**src/rtl/rx_pixel_decryptor.sv**
```systemverilog
// rx_pixel_decryptor: buffers chaotic-LFSR key triples and XORs one key into each encrypted pixel.
// Latency: 1 cycle from pixel accept to dec_valid; a captured key is usable the cycle after key_ready.
// Backpressure: enc_ready low while no key is buffered or the output register is held; keys cannot be stalled, so a drop sets key_overflow.
//
// Ports:
//   clk, rst            single clock, asynchronous active-low reset
//   key_r/g/b,key_ready generator key bytes and their one-cycle strobe
//   enc_r/g/b,enc_valid encrypted pixel in, accepted on enc_valid && enc_ready
//   dec_r/g/b,dec_valid decrypted pixel out (registered), taken on dec_valid && dec_ready
//   key_level           key FIFO occupancy
//   key_overflow        sticky: a key arrived while the FIFO was full and not being read
//   pix_count           pixels taken downstream, wraps at 16 bits
module rx_pixel_decryptor #(
  parameter int KEY_DEPTH = 4,
  parameter int PIX_W     = 8
) (
  input  logic                         clk,
  input  logic                         rst,
  input  logic [PIX_W-1:0]             key_r,
  input  logic [PIX_W-1:0]             key_g,
  input  logic [PIX_W-1:0]             key_b,
  input  logic                         key_ready,
  input  logic [PIX_W-1:0]             enc_r,
  input  logic [PIX_W-1:0]             enc_g,
  input  logic [PIX_W-1:0]             enc_b,
  input  logic                         enc_valid,
  output logic                         enc_ready,
  output logic [PIX_W-1:0]             dec_r,
  output logic [PIX_W-1:0]             dec_g,
  output logic [PIX_W-1:0]             dec_b,
  output logic                         dec_valid,
  input  logic                         dec_ready,
  output logic [$clog2(KEY_DEPTH):0]   key_level,
  output logic                         key_overflow,
  output logic [15:0]                  pix_count
);

  localparam int AW = $clog2(KEY_DEPTH);
  localparam logic [AW:0] FULL_LEVEL = (AW+1)'(KEY_DEPTH);

  typedef struct packed {
    logic [PIX_W-1:0] r;
    logic [PIX_W-1:0] g;
    logic [PIX_W-1:0] b;
  } pix_t;

  pix_t        key_mem [KEY_DEPTH];
  logic [AW:0] wptr;
  logic [AW:0] rptr;
  pix_t        head_key;
  pix_t        wr_key;
  logic        key_full;
  logic        key_empty;
  logic        out_free;
  logic        accept;
  logic        key_wr;
  logic        key_drop;
  logic        dec_take;

  // Pointers carry one extra wrap bit so full and empty are distinguishable.
  assign key_level = wptr - rptr;
  assign key_full  = (key_level == FULL_LEVEL);
  assign key_empty = (key_level == '0);

  // The output register can take a new pixel when it is empty or being drained.
  assign out_free  = !dec_valid || dec_ready;
  assign enc_ready = !key_empty && out_free;
  assign accept    = enc_valid && enc_ready;
  assign dec_take  = dec_valid && dec_ready;

  // A read in the same cycle frees the slot, so a full FIFO still takes the key.
  assign key_wr    = key_ready && (!key_full || accept);
  assign key_drop  = key_ready && key_full && !accept;

  assign head_key  = key_mem[rptr[AW-1:0]];
  assign wr_key    = {key_r, key_g, key_b};

  // Key storage needs no reset: entries are only read once the pointers say they are valid.
  always_ff @(posedge clk) begin
    if (key_wr) begin
      key_mem[wptr[AW-1:0]] <= wr_key;
    end
  end

  always_ff @(posedge clk or negedge rst) begin
    if (!rst) begin
      wptr         <= '0;
      rptr         <= '0;
      key_overflow <= 1'b0;
      dec_r        <= '0;
      dec_g        <= '0;
      dec_b        <= '0;
      dec_valid    <= 1'b0;
      pix_count    <= '0;
    end else begin
      if (key_wr) begin
        wptr <= wptr + 1'b1;
      end
      if (key_drop) begin
        key_overflow <= 1'b1;
      end
      if (accept) begin
        rptr      <= rptr + 1'b1;
        dec_r     <= enc_r ^ head_key.r;
        dec_g     <= enc_g ^ head_key.g;
        dec_b     <= enc_b ^ head_key.b;
        dec_valid <= 1'b1;
      end else if (dec_take) begin
        // Drained with nothing behind it: data holds its last value.
        dec_valid <= 1'b0;
      end
      if (dec_take) begin
        pix_count <= pix_count + 16'd1;
      end
    end
  end

endmodule

```
**config.mk**
```make
export PLATFORM = sky130hd
export DESIGN_NAME = rx_pixel_decryptor
export DESIGN_NICKNAME = d
export VERILOG_FILES = /design/src/rtl/rx_pixel_decryptor.sv
export SDC_FILE = /design/constraint.sdc
export NUM_CORES = 1
export LEC_CHECK = 0
export ABC_AREA = 1
export BUFFER_PORTS_ARGS = -buffer_cell sky130_fd_sc_hd__buf_2
export CORE_MARGIN = 5
export CORE_UTILIZATION = 39
export CTS_BUF_LIST = sky130_fd_sc_hd__clkbuf_4 sky130_fd_sc_hd__clkbuf_8 sky130_fd_sc_hd__clkbuf_16
export CTS_CLUSTER_DIAMETER = 50
export CTS_CLUSTER_SIZE = 8
export DETAILED_ROUTE_END_ITERATION = 6
export SETUP_SLACK_MARGIN = 0.02
export SYNTH_ARGS = -nofsm -noshare
export SYNTH_HDL_FRONTEND = slang
export SYNTH_SLANG_ARGS = --single-unit
```
**constraint.sdc**
```tcl
create_clock -name clk -period 3.7 [get_ports clk]
set_input_delay 0.555 -clock clk [delete_from_list [all_inputs] [get_ports clk]]
set_output_delay 0.555 -clock clk [all_outputs]
set_load 0.005 [all_outputs]
```
======== Word-level counts from Yosys, hierarchy flattened ========
Memories as Yosys holds them, arrays and structs flattened.
Cells that the tools add are included.
operators by class
  add/sub/neg operators ................... 4
  equal/unequal tests ..................... 1
  mux-type cells .......................... 4
  bitwise logic cells ..................... 3
  reduce and logical (&&, ||, !) cells .... 14
operators with widths
  cell                                            count
  XOR 8 bit                                       3
  adder 16 x 1 -> 16 bit (second input constant)  1
  adder 3 x 1 -> 3 bit (second input constant)    2
  logical AND 1 bit                               6
  zero test 1 bit                                 4
  2-to-1 mux 1 bit                                4
  == test 3 bit (second input constant)           1
  zero test 3 bit                                 1
  subtractor 3 bit                                1
  logical OR 1 bit                                2
  nonzero test 2 bit                              1
storage, ports and cells
  register bits ........................... 48
  RAM bits ................................ 96
  input bits .............................. 53
  memories kept ........................... 1
memory list
  name     depth  width  read ports  clocked after memory_dff  write ports  RTL line  RTL
  key_mem  4      24     1           0                         1            47        pix_t key_mem [KEY_DEPTH];

======== Depth between registers and ports, before layout ========
Gate-level depths: netlist of the first run.
  word-level depth ........................ 9
  gate-level depth with buffers ........... 10

======== Worst setup path before layout of the first run ========
OpenSTA, ideal clock, no wires.
  path type ............................... flip-flop to flip-flop
  from .................................... register wptr[0]
  to ...................................... memory key_mem[0][0] (netlist bit), enable pin
  arrival time ............................ 2,575 ps
  required time ........................... 3,295 ps
  slack ................................... 720 ps
  cell stages (with the launch flop) ...... 9
  clock period less this slack ............ 2,980 ps
  cells stage by stage .................... dfrtp_1 -> inv_1 -> ha_1 -> fa_1 -> nand3_1 -> nand2_1 -> o211ai_2 -> nand2_1 -> nor2_1
between the ends
  longest elaborated chain between the ends .. 9
RTL lines
  what                                      RTL line  RTL
  from (decl)                               48        logic [AW:0] wptr;
  from (signal assigned)                    97        wptr <= wptr + 1'b1;
  subtractor 3 bit *                        61        assign key_level = wptr - rptr;
  named net key_level[2]                    33        output logic [$clog2(KEY_DEPTH):0] key_level,
  zero test 3 bit                           63        assign key_empty = (key_level == '0);
  zero test 1 bit                           67        assign enc_ready = !key_empty && out_free;
  logical AND 1 bit                         67
  logical AND 1 bit                         68        assign accept = enc_valid && enc_ready;
  logical OR 1 bit *                        72        assign key_wr = key_ready && (!key_full || accept);
  logical AND 1 bit *                       72
  2-to-1 mux 1 bit *                        80        if (key_wr) begin
  2-to-1 mux 1 bit (not written as such) *  81        key_mem[wptr[AW-1:0]] <= wr_key;
  to (decl)                                 47
The timed path passes the listed nets; every way through them passes the cells marked *.

======== Worst setup path in the final report of the first run ========
  from .................................... register wptr[0]
  to ...................................... memory key_mem[1][0] (netlist bit), enable pin
between the ends
  longest elaborated chain between the ends .. 9
RTL lines
  what                                    RTL line
  subtractor 3 bit                        61
  zero test 3 bit                         63
  zero test 1 bit                         67
  logical AND 1 bit                       67
  logical AND 1 bit                       68
  logical OR 1 bit                        72
  logical AND 1 bit                       72
  2-to-1 mux 1 bit                        80
  2-to-1 mux 1 bit (not written as such)  81
Several ways; a longest one is shown, not always the timed one.

==> key figures, run 1 <==
Timing
  – RSZ-0062 raised after global routing: no
  – Period Utilization, post-route: 76.7%
  – Final Critical Period: 2840 ps
  – Slew HR: 40.9%
  – Fmax: 352 MHz
  – Hold violation count in the final report: 0
  – Max Slew Vio Count: 0
  – Worst-Margin Slew: 885 ps
  – Layout Skew: 9.81 ps
  – Setup-failing EPs final: 0
  – Setup TNS Final: 0 ps

Floorplanning
  – Rows: 45
  – Starting Density: 39.8%
  – Die Ht: 134 um
  – Ports: 99
  – Die W: 134 um
  – CORE AREA: 15200 um^2
  – DIE AREA: 18100 um^2

Logic synthesis
  – Synth async-reset ratio: 33.3%
  – Area leader, netlist: edfxtp_1
  – Avg Cell Area, Syn: 11.4 um^2
  – Netlist cell types: 29
  – Top cells by area, synth: edfxtp_1, dfrtp_1, nand2_1, nand3_1, xor2_1
  – Post-synth top area share: 47.7%
  – Commonest cells post-synth: nand2_1, edfxtp_1, nand3_1
  – Most frequently used flop master after synthesis: edfxtp_1
  – Syn Std Cell Area: 6040 um^2
  – Count leader, synth: nand2_1
  – Synthesized netlist net count: 591
  – Seq/Total Area, Yosys: 67.6%
  – Post-synth EDFFs: 96
  – Synth Register Bits: 144
  – Ys Warns: 0
  – Mapped Cells: 530

Routing
  – Routed WL: 12500 um
  – Metal2 WL: 6290 um
  – Via/cell ratio: 4.71
  – M1 wire length: 5470 um
  – TritonRoute pass-1 iters: 5
  – WL/cell: 15.0 um
  – Drt drc: 0
  – Met3 wire len: 630 um
  – Post-route ant nets: 0
  – Detailed router's first-iteration violation count: 141
  – Total number of vias: 3921
  – Highest metal used: met4

GRT
  – First-pass GRT wire length: 20700 um
  – GRT Util Overall: 14.8%
  – Antenna violations before repair: 0
  – Grt ovf: 0
  – Largest net degree at the start of global routing: 55
  – Vias in the first global route: 4063

Setup path
  – Crit path required time: 3740 ps
  – FF-to-FF Start: wptr[0]$_DFFE_PN0P_
  – R2R Setup Slk: 860 ps
  – Worst r2r dst: key_mem[1][0]$_DFFE_PP_
  – Worst Setup Start Kind: register
  – Critical path arrival: 2880 ps
  – Worst-path fanout max: 24
  – CP Class: register to register
  – Path depth of the worst reg2reg path: 8
  – Crit path capture type: register

Clock network
  – Clk Latency, worst-skew pair: 420 ps
  – Postcts setup bufs: 0
  – Clock Pin Slew Worst Setup and Hold Paths: 60 ps
  – PostCTS Resize Cnt: 0
  – Clock Sinks: 144
  – CTS tree: built
  – Hold-fix buffers, CTS: 0
  – CTS Buf Count: 17
  – Clk buf depth: 2
  – H-tree depth: 4
  – Root Buffer: clkbuf_16

Finish
  – Nets: 692
  – Post-Layout Cell Count: 832
  – Proportion of layout cells with a drive suffix above 1: 23.1%
  – Area delta synth->final: 21.1%
  – Final Cell Area: 7320 um^2
  – # diodes: 0

Placement
  – Port Buf Inserts: 98
  – Dpl hpwl: 8300 um
  – Placed Cells: 800
  – GPL Wtd Cong: 0.811
  – DP Area: 6690 um^2

Pwr
  – Pwr Density: 839 nW/um^2
  – Peak supply drop: 0.000356 V
  – Lkg Pwr: 3.20 nW

Run
  – # Max-Cap Violations: 0

Hold path
  – Hold crit path type: primary input to asynchronous set/reset pin

Status
  – Outcome: finished, final reports clean
## area by class of cell
class                      count  area (um^2)
fill                        1383         7880
sequential                   144         4090
multi-input combinational    337         1740
timing repair buffer         102          520
clock buffer                  19          447
tap                          188          235
clock inverter                13          184
inverter                      29          109
## worst max path at each step
stage,from,end,slack [ps],cells after the start
final,wptr[0]$_DFFE_PN0P_,key_mem[1][0]$_DFFE_PP_,860,8
after global routing,wptr[0]$_DFFE_PN0P_,key_mem[0][0]$_DFFE_PP_,690,8
after CTS,wptr[0]$_DFFE_PN0P_,key_mem[0][23]$_DFFE_PP_,820,8
after detailed placement,wptr[0]$_DFFE_PN0P_,key_mem[0][23]$_DFFE_PP_,830,8
after global placement,wptr[0]$_DFFE_PN0P_,key_mem[0][23]$_DFFE_PP_,950,8
after floorplan,wptr[0]$_DFFE_PN0P_,key_mem[0][0]$_DFFE_PP_,720,8
## cell families (layout without fill, tap and decap cells)
family | after synthesis | after routing | synth area share [%]
buffers and inverters | 49 | 163 | 4.06
XOR/XNOR | 38 | 38 | 5.51
flip-flops | 144 | 144 | 67.6
AND/OR/NAND/NOR | 260 | 260 | 18.3
adder cells (fa/ha/maj) | 8 | 8 | 1.78
AO/OA/AOI/OAI | 31 | 31 | 2.77
## placed cells by master (no fill, tap or decap), drive strengths merged
cell type	n
clkinv	3
dfrtp	48
a22oi	1
ha	7
xor2	30
clkinvlp	3
nand2	180
inv	32
bufinv	4
o21bai	1
edfxtp	96
xnor2	8
nand4	4
clkbuf	19
nand3	59
buf	102
o21ai	28
o211ai	1
fa	1
nor3	3
nor2	14
## power breakdown
| part | total, mW | internal, mW | switching [mW] |
|---|---|---|---|
| Clock | 1.80 | 1.15 | 0.645 |
| Sequential | 2.38 | 2.19 | 0.185 |
| Combinational | 1.97 | 0.696 | 1.27 |
## metal layers
layer  vias up  GRT usage (%)
li1       1970              -
met1      1851           18.4
met2        93           25.0
met3         7           4.10
met4         0           5.60
met5         -              0
## registers in the layout, indices dropped and copies added, names as in the netlist
name / count
dec_b: 8
dec_g: 8
dec_r: 8
dec_valid: 1
key_mem: 96
key_overflow: 1
pix_count: 16
rptr: 3
wptr: 3
## per-stage QoR
stage	hold WS (ps)	util (%)	power (mW)	worst slack (ps)
after global routing	91.9	48.1	6.60	686
after detailed placement	474	44.0	4.42	831
after floorplan	259	-	3.80	720
after global placement	466	44.0	4.35	952
after CTS	72.1	48.1	6.24	820
final	78.4	48.1	6.14	863
## worst max-delay path, stage by stage, from the launching register on
cell	delay [ps]
dfrtp_1	410
inv_1	110
ha_1	220
fa_1	390
nand3_1	140
nand2_1	90
o211ai_2	100
nand2_1	310
nor2_4	690
(Power assumes the default switching activity.)
==> run 2, diff against run 1 <==
- clock period: 3.7 -> 2.4 ns (I/O delays scaled with it)
==> run 2 against run 1 <==
Largest power group unchanged. Utilization rose by 1.7 points. Clock power rose by 53%. Combinational power rose by 78%.
==> key figures, run 2 (synthesis gave the netlist of run 1 again) <==
Status
  – Outcome: finished, final reports clean

Placement
  – Port Buf Inserts: 98
  – Dpl hpwl: 8810 um
  – GPL Wtd Cong: 0.811
  – DP Area: 6890 um^2
  – Placed Cells: 813
  – Pre-CTS setup slack: 100 ps

Setup path
  – R2R Setup Slk: 220 ps
  – Crit path capture type: primary output
  – Critical path arrival: 1930 ps
  – Worst-path fanout max: 2
  – CP Class: register to primary output
  – Worst Setup Start Kind: register
  – Crit path required time: 2040 ps

Finish
  – Area delta synth->final: 25.5%
  – Filler cells: 1354
  – Final cell utilization of the core: 49.9%
  – Post-Layout Cell Count: 851
  – Final Cell Area: 7580 um^2
  – Nets: 711
  – Proportion of layout cells with a drive suffix above 1: 26.1%
  – Most frequent cells in the layout: nand2_1, buf_2, edfxtp_1
  – Commonest non-fill, non-tap cell in the layout: nand2_1
  – Max reg flops: 96
  – # diodes: 0

Clock network
  – CTS tree: built
  – H-tree depth: 4
  – Clock Sinks: 144
  – Clock Pin Slew Worst Setup and Hold Paths: 60 ps
  – Clk Latency, worst-skew pair: 420 ps
  – CTS Buf Count: 17
  – Root Buffer: clkbuf_16
  – Clk buf depth: 2

Floorplanning
  – Rows: 45
  – Die W: 134 um
  – Ports: 99
  – Starting Density: 39.8%
  – DIE AREA: 18100 um^2
  – CORE AREA: 15200 um^2
  – Die Ht: 134 um

Timing
  – Max Slew Vio Count: 0
  – Fmax: 436 MHz
  – Period Utilization, post-route: 95.5%
  – Final Critical Period: 2290 ps
  – Setup-failing EPs final: 0
  – Slew HR: 56.6%
  – RSZ-0062 raised after global routing: yes
  – Worst-Margin Slew: 652 ps
  – Layout Skew: 7.03 ps
  – Hold violation count in the final report: 0
  – Setup TNS Final: 0 ps
  – Final WS setup: 108 ps

Routing
  – Post-route ant nets: 0
  – Routed WL: 12900 um
  – Total number of vias: 4000
  – Detailed router's first-iteration violation count: 180
  – WL/cell: 15.2 um
  – TritonRoute pass-1 iters: 4
  – Drt drc: 0
  – Via/cell ratio: 4.70

GRT
  – Antenna violations before repair: 1
  – Grt ovf: 0
  – First-pass GRT wire length: 20700 um
  – Vias in the first global route: 4090
  – GRT Util Overall: 14.9%
  – Largest net degree at the start of global routing: 51

Pwr
  – Lkg Pwr: 3.32 nW
  – Peak supply drop: 0.000584 V
  – Pwr Density: 1310 nW/um^2

Hold path
  – Hold crit path type: primary input to register

Run
  – # Max-Cap Violations: 0
==> run 2: final timing paths <==
kind / from / to / cells past startpoint
setup / recovery: wptr[0]$_DFFE_PN0P_ / enc_ready / 9
hold / removal: key_b[0] / key_mem[2][0]$_DFFE_PP_ / 1
setup reg to reg: wptr[0]$_DFFE_PN0P_ / dec_b[2]$_DFFE_PN0P_ / 11
hold reg to reg: key_overflow$_DFFE_PN0P_ / key_overflow$_DFFE_PN0P_ / 1
max in group asynchronous: rst / rptr[0]$_DFFE_PN0P_ / 3
min in group asynchronous: rst / pix_count[13]$_DFFE_PN0P_ / 2
==> run 2: critical path: stages (launching register included) <==
cell and delay [ps]:
dfrtp_1 370, inv_2 60, ha_4 160, fa_1 510, nand2_1 70, inv_2 70, nand3_2 70, nand2_2 70
inv_2 40, buf_6 100
==> run 2: what timing repair did <==
item	CTS	global route
setup buffers	3	2
hold buffers	1	0
endpoints found under the setup margin	1	1
resized for setup	4	3
pin swaps	2	3
hold endpoints to repair	24	0
==> run 2: layout make-up <==
| class | count | area [um^2] | area share, % |
|---|---|---|---|
| Clock buffer | 19 | 440 | 5.81 |
| Clock inverter | 13 | 186 | 2.46 |
| Inverter | 29 | 109 | 1.44 |
| Multi-Input combinational cell | 337 | 1770 | 23.3 |
| Sequential cell | 144 | 4090 | 53.9 |
| Tap cell | 188 | 235 | 3.10 |
| Timing Repair Buffer | 121 | 759 | 10.0 |
==> run 2: report_power, final <==
group          switching [mW]  leakage (nW)  internal (mW)
clock                   0.997         0.297           1.76
combinational            2.10          1.55           1.40
sequential              0.278          1.47           3.37
total                    3.38          3.32           6.54
==> run 2: stage by stage <==
step / total power, mW / hold slack, ps
floorplan: 5.90 / 64.4
global placement: 7.02 / 423
detailed placement: 7.13 / 426
CTS: 10.0 / 140
global route: 10.6 / 145
finish: 9.91 / 163
==> run 2: routing by layer <==
metal	vias up	GRT usage, %	part of all wire (%)
li1	2016	-	-
met1	1877	18.3	44
met2	85	24.9	50
met3	20	4.36	4.5
met4	2	5.66	1.6
met5	-	0	0.054
==> run 3, diff against run 2 <==
- RECOVER_POWER: default -> 100
==> run 3 against run 2 <==
Critical endpoint is now key_mem[0][22]$_DFFE_PP_. Routed wire length rose by 0.71%. Clock-buffer cell count did not move. First-iteration DRC count rose by 12%. Critical path type is now register to register. Worst setup slack improved by 20 ps. Sequential power barely moved. Largest power group unchanged. Global-route usage did not move. Utilization fell by 1.2 points. Largest cell class unchanged. Register-to-register slack got worse by 90 ps. The run now ends with capacitance limit, slew limit left.
==> key figures, run 3 (synthesis gave the netlist of run 1 again) <==
Routing
  – TritonRoute pass-1 iters: 4
  – Drt drc: 0
  – Total number of vias: 4026
  – Via/cell ratio: 4.73
  – Routed WL: 13000 um
  – WL/cell: 15.3 um
  – Detailed router's first-iteration violation count: 201
  – Post-route ant nets: 0

Floorplanning
  – Die Ht: 134 um
  – Ports: 99
  – Die W: 134 um
  – Rows: 45
  – CORE AREA: 15200 um^2
  – Starting Density: 39.8%
  – DIE AREA: 18100 um^2

Timing
  – Fmax: 440 MHz
  – RSZ-0062 raised after global routing: yes
  – Hold violation count in the final report: 0
  – Layout Skew: 7.20 ps
  – Max Slew Vio Count: 25
  – Slew HR: -3.87%
  – Worst-Margin Slew: 1560 ps
  – Setup-failing EPs final: 0
  – Final Critical Period: 2270 ps
  – Setup TNS Final: 0 ps
  – Period Utilization, post-route: 94.6%
  – Final WS setup: 129 ps

Pwr
  – Peak supply drop: 0.000557 V
  – Lkg Pwr: 3.12 nW
  – Pwr Density: 1310 nW/um^2

Clock network
  – CTS Buf Count: 17
  – H-tree depth: 4
  – Root Buffer: clkbuf_16
  – Clock Pin Slew Worst Setup and Hold Paths: 60 ps
  – Clk Latency, worst-skew pair: 420 ps
  – Clk buf depth: 2
  – CTS tree: built
  – Clock Sinks: 144

GRT
  – Vias in the first global route: 4090
  – GRT Util Overall: 14.9%
  – Largest net degree at the start of global routing: 51
  – First-pass GRT wire length: 20700 um
  – Grt ovf: 0
  – Antenna violations before repair: 0

Setup path
  – Worst-path fanout max: 11
  – FF-to-FF Start: wptr[0]$_DFFE_PN0P_
  – Critical path arrival: 2360 ps
  – Critical Path Start: wptr[0]$_DFFE_PN0P_
  – Worst Setup Start Kind: register
  – Worst path cell trace: inv_2 -> ha_4 -> fa_1 -> nand3_1 -> nand2_1 -> o211ai_1 -> nand2_4 -> nor2_4 -> buf_2
  – Crit path max-delay cell type: fa_1
  – Crit path capture type: register
  – CP delay by family, top: adder cells
  – CP Class: register to register
  – Worst path bufs/invs: 2
  – Max incr delay on CP: 400 ps
  – Crit path required time: 2490 ps

Run
  – # Max-Cap Violations: 1

Hold path
  – Hold crit path type: primary input to register
  – Hold path start: key_b[0]

Placement
  – GPL Wtd Cong: 0.811
  – Port Buf Inserts: 98
  – DP Area: 6890 um^2
  – Dpl hpwl: 8810 um
  – Pre-CTS setup slack: 100 ps

Finish
  – Most frequent cells in the layout: nand2_1, edfxtp_1, nand3_1
  – Proportion of layout cells with a drive suffix above 1: 17.0%
  – Nets: 711
  – Commonest non-fill, non-tap cell in the layout: nand2_1
  – Max reg flops: 96
  – Final Cell Area: 7400 um^2
  – Area delta synth->final: 22.5%
  – # diodes: 0

Status
  – Outcome: finished with violations
  – Failing checks: capacitance limit, slew limit
run 3: cell types whose count changed in the layout (fill, tap and decap cells not counted), sizes merged:
cell,change
buf,-59
clkbuf,+59
run 3: path summary, 6_finish.rpt:
check,depth (start not counted),end,slack [ps]
worst max-delay path,9,key_mem[0][22]$_DFFE_PP_,130
worst min-delay path,1,key_mem[2][0]$_DFFE_PP_,210
worst max register to register,9,key_mem[0][22]$_DFFE_PP_,130
worst min register to register,1,key_overflow$_DFFE_PN0P_,470
max in group asynchronous,2,dec_b[5]$_DFFE_PN0P_,620
min in group asynchronous,2,pix_count[13]$_DFFE_PN0P_,870
run 3: routing by layer:
metal / routed length, um / vias up / track usage [%]
met1: 5760 / 1903 / 18.3
met2: 6480 / 88 / 24.9
met3: 593 / 18 / 4.36
met5: 0 / - / 0
met4: 201 / 0 / 5.66
li1: - / 2017 / -
run 3: stage by stage:
stage               instances  power (mW)  hold WS, ps  utilization, %
CTS                       849        10.0          140            49.7
global placement          813        7.02          423            45.3
floorplan                 530        5.90         64.4               -
finish                    851        9.67          210            48.7
global route              851        10.4          199            48.7
detailed placement        813        7.13          426            45.3
run 3: area by class of cell:
class | count | area, um^2
inverter | 29 | 109
clock inverter | 13 | 186
tap | 188 | 235
timing repair buffer | 121 | 617
multi-input combinational | 337 | 1730
clock buffer | 19 | 440
fill | 1400 | 7800
sequential | 144 | 4090
run 3: power breakdown:
part           total (mW)  internal, mW  switching [mW]
sequential           3.65          3.37           0.280
clock                2.76          1.76           0.996
combinational        3.25          1.20            2.05
run 3: repair_timing:
| action | CTS | global route |
|---|---|---|
| endpoints found under the hold margin | 24 | 0 |
| buffers inserted | 3 | 2 |
| setup endpoints to repair | 1 | 1 |
| hold buffers | 1 | 0 |
| cloned | 0 | 0 |
| resized for setup | 4 | 3 |
| pin swaps | 2 | 3 |
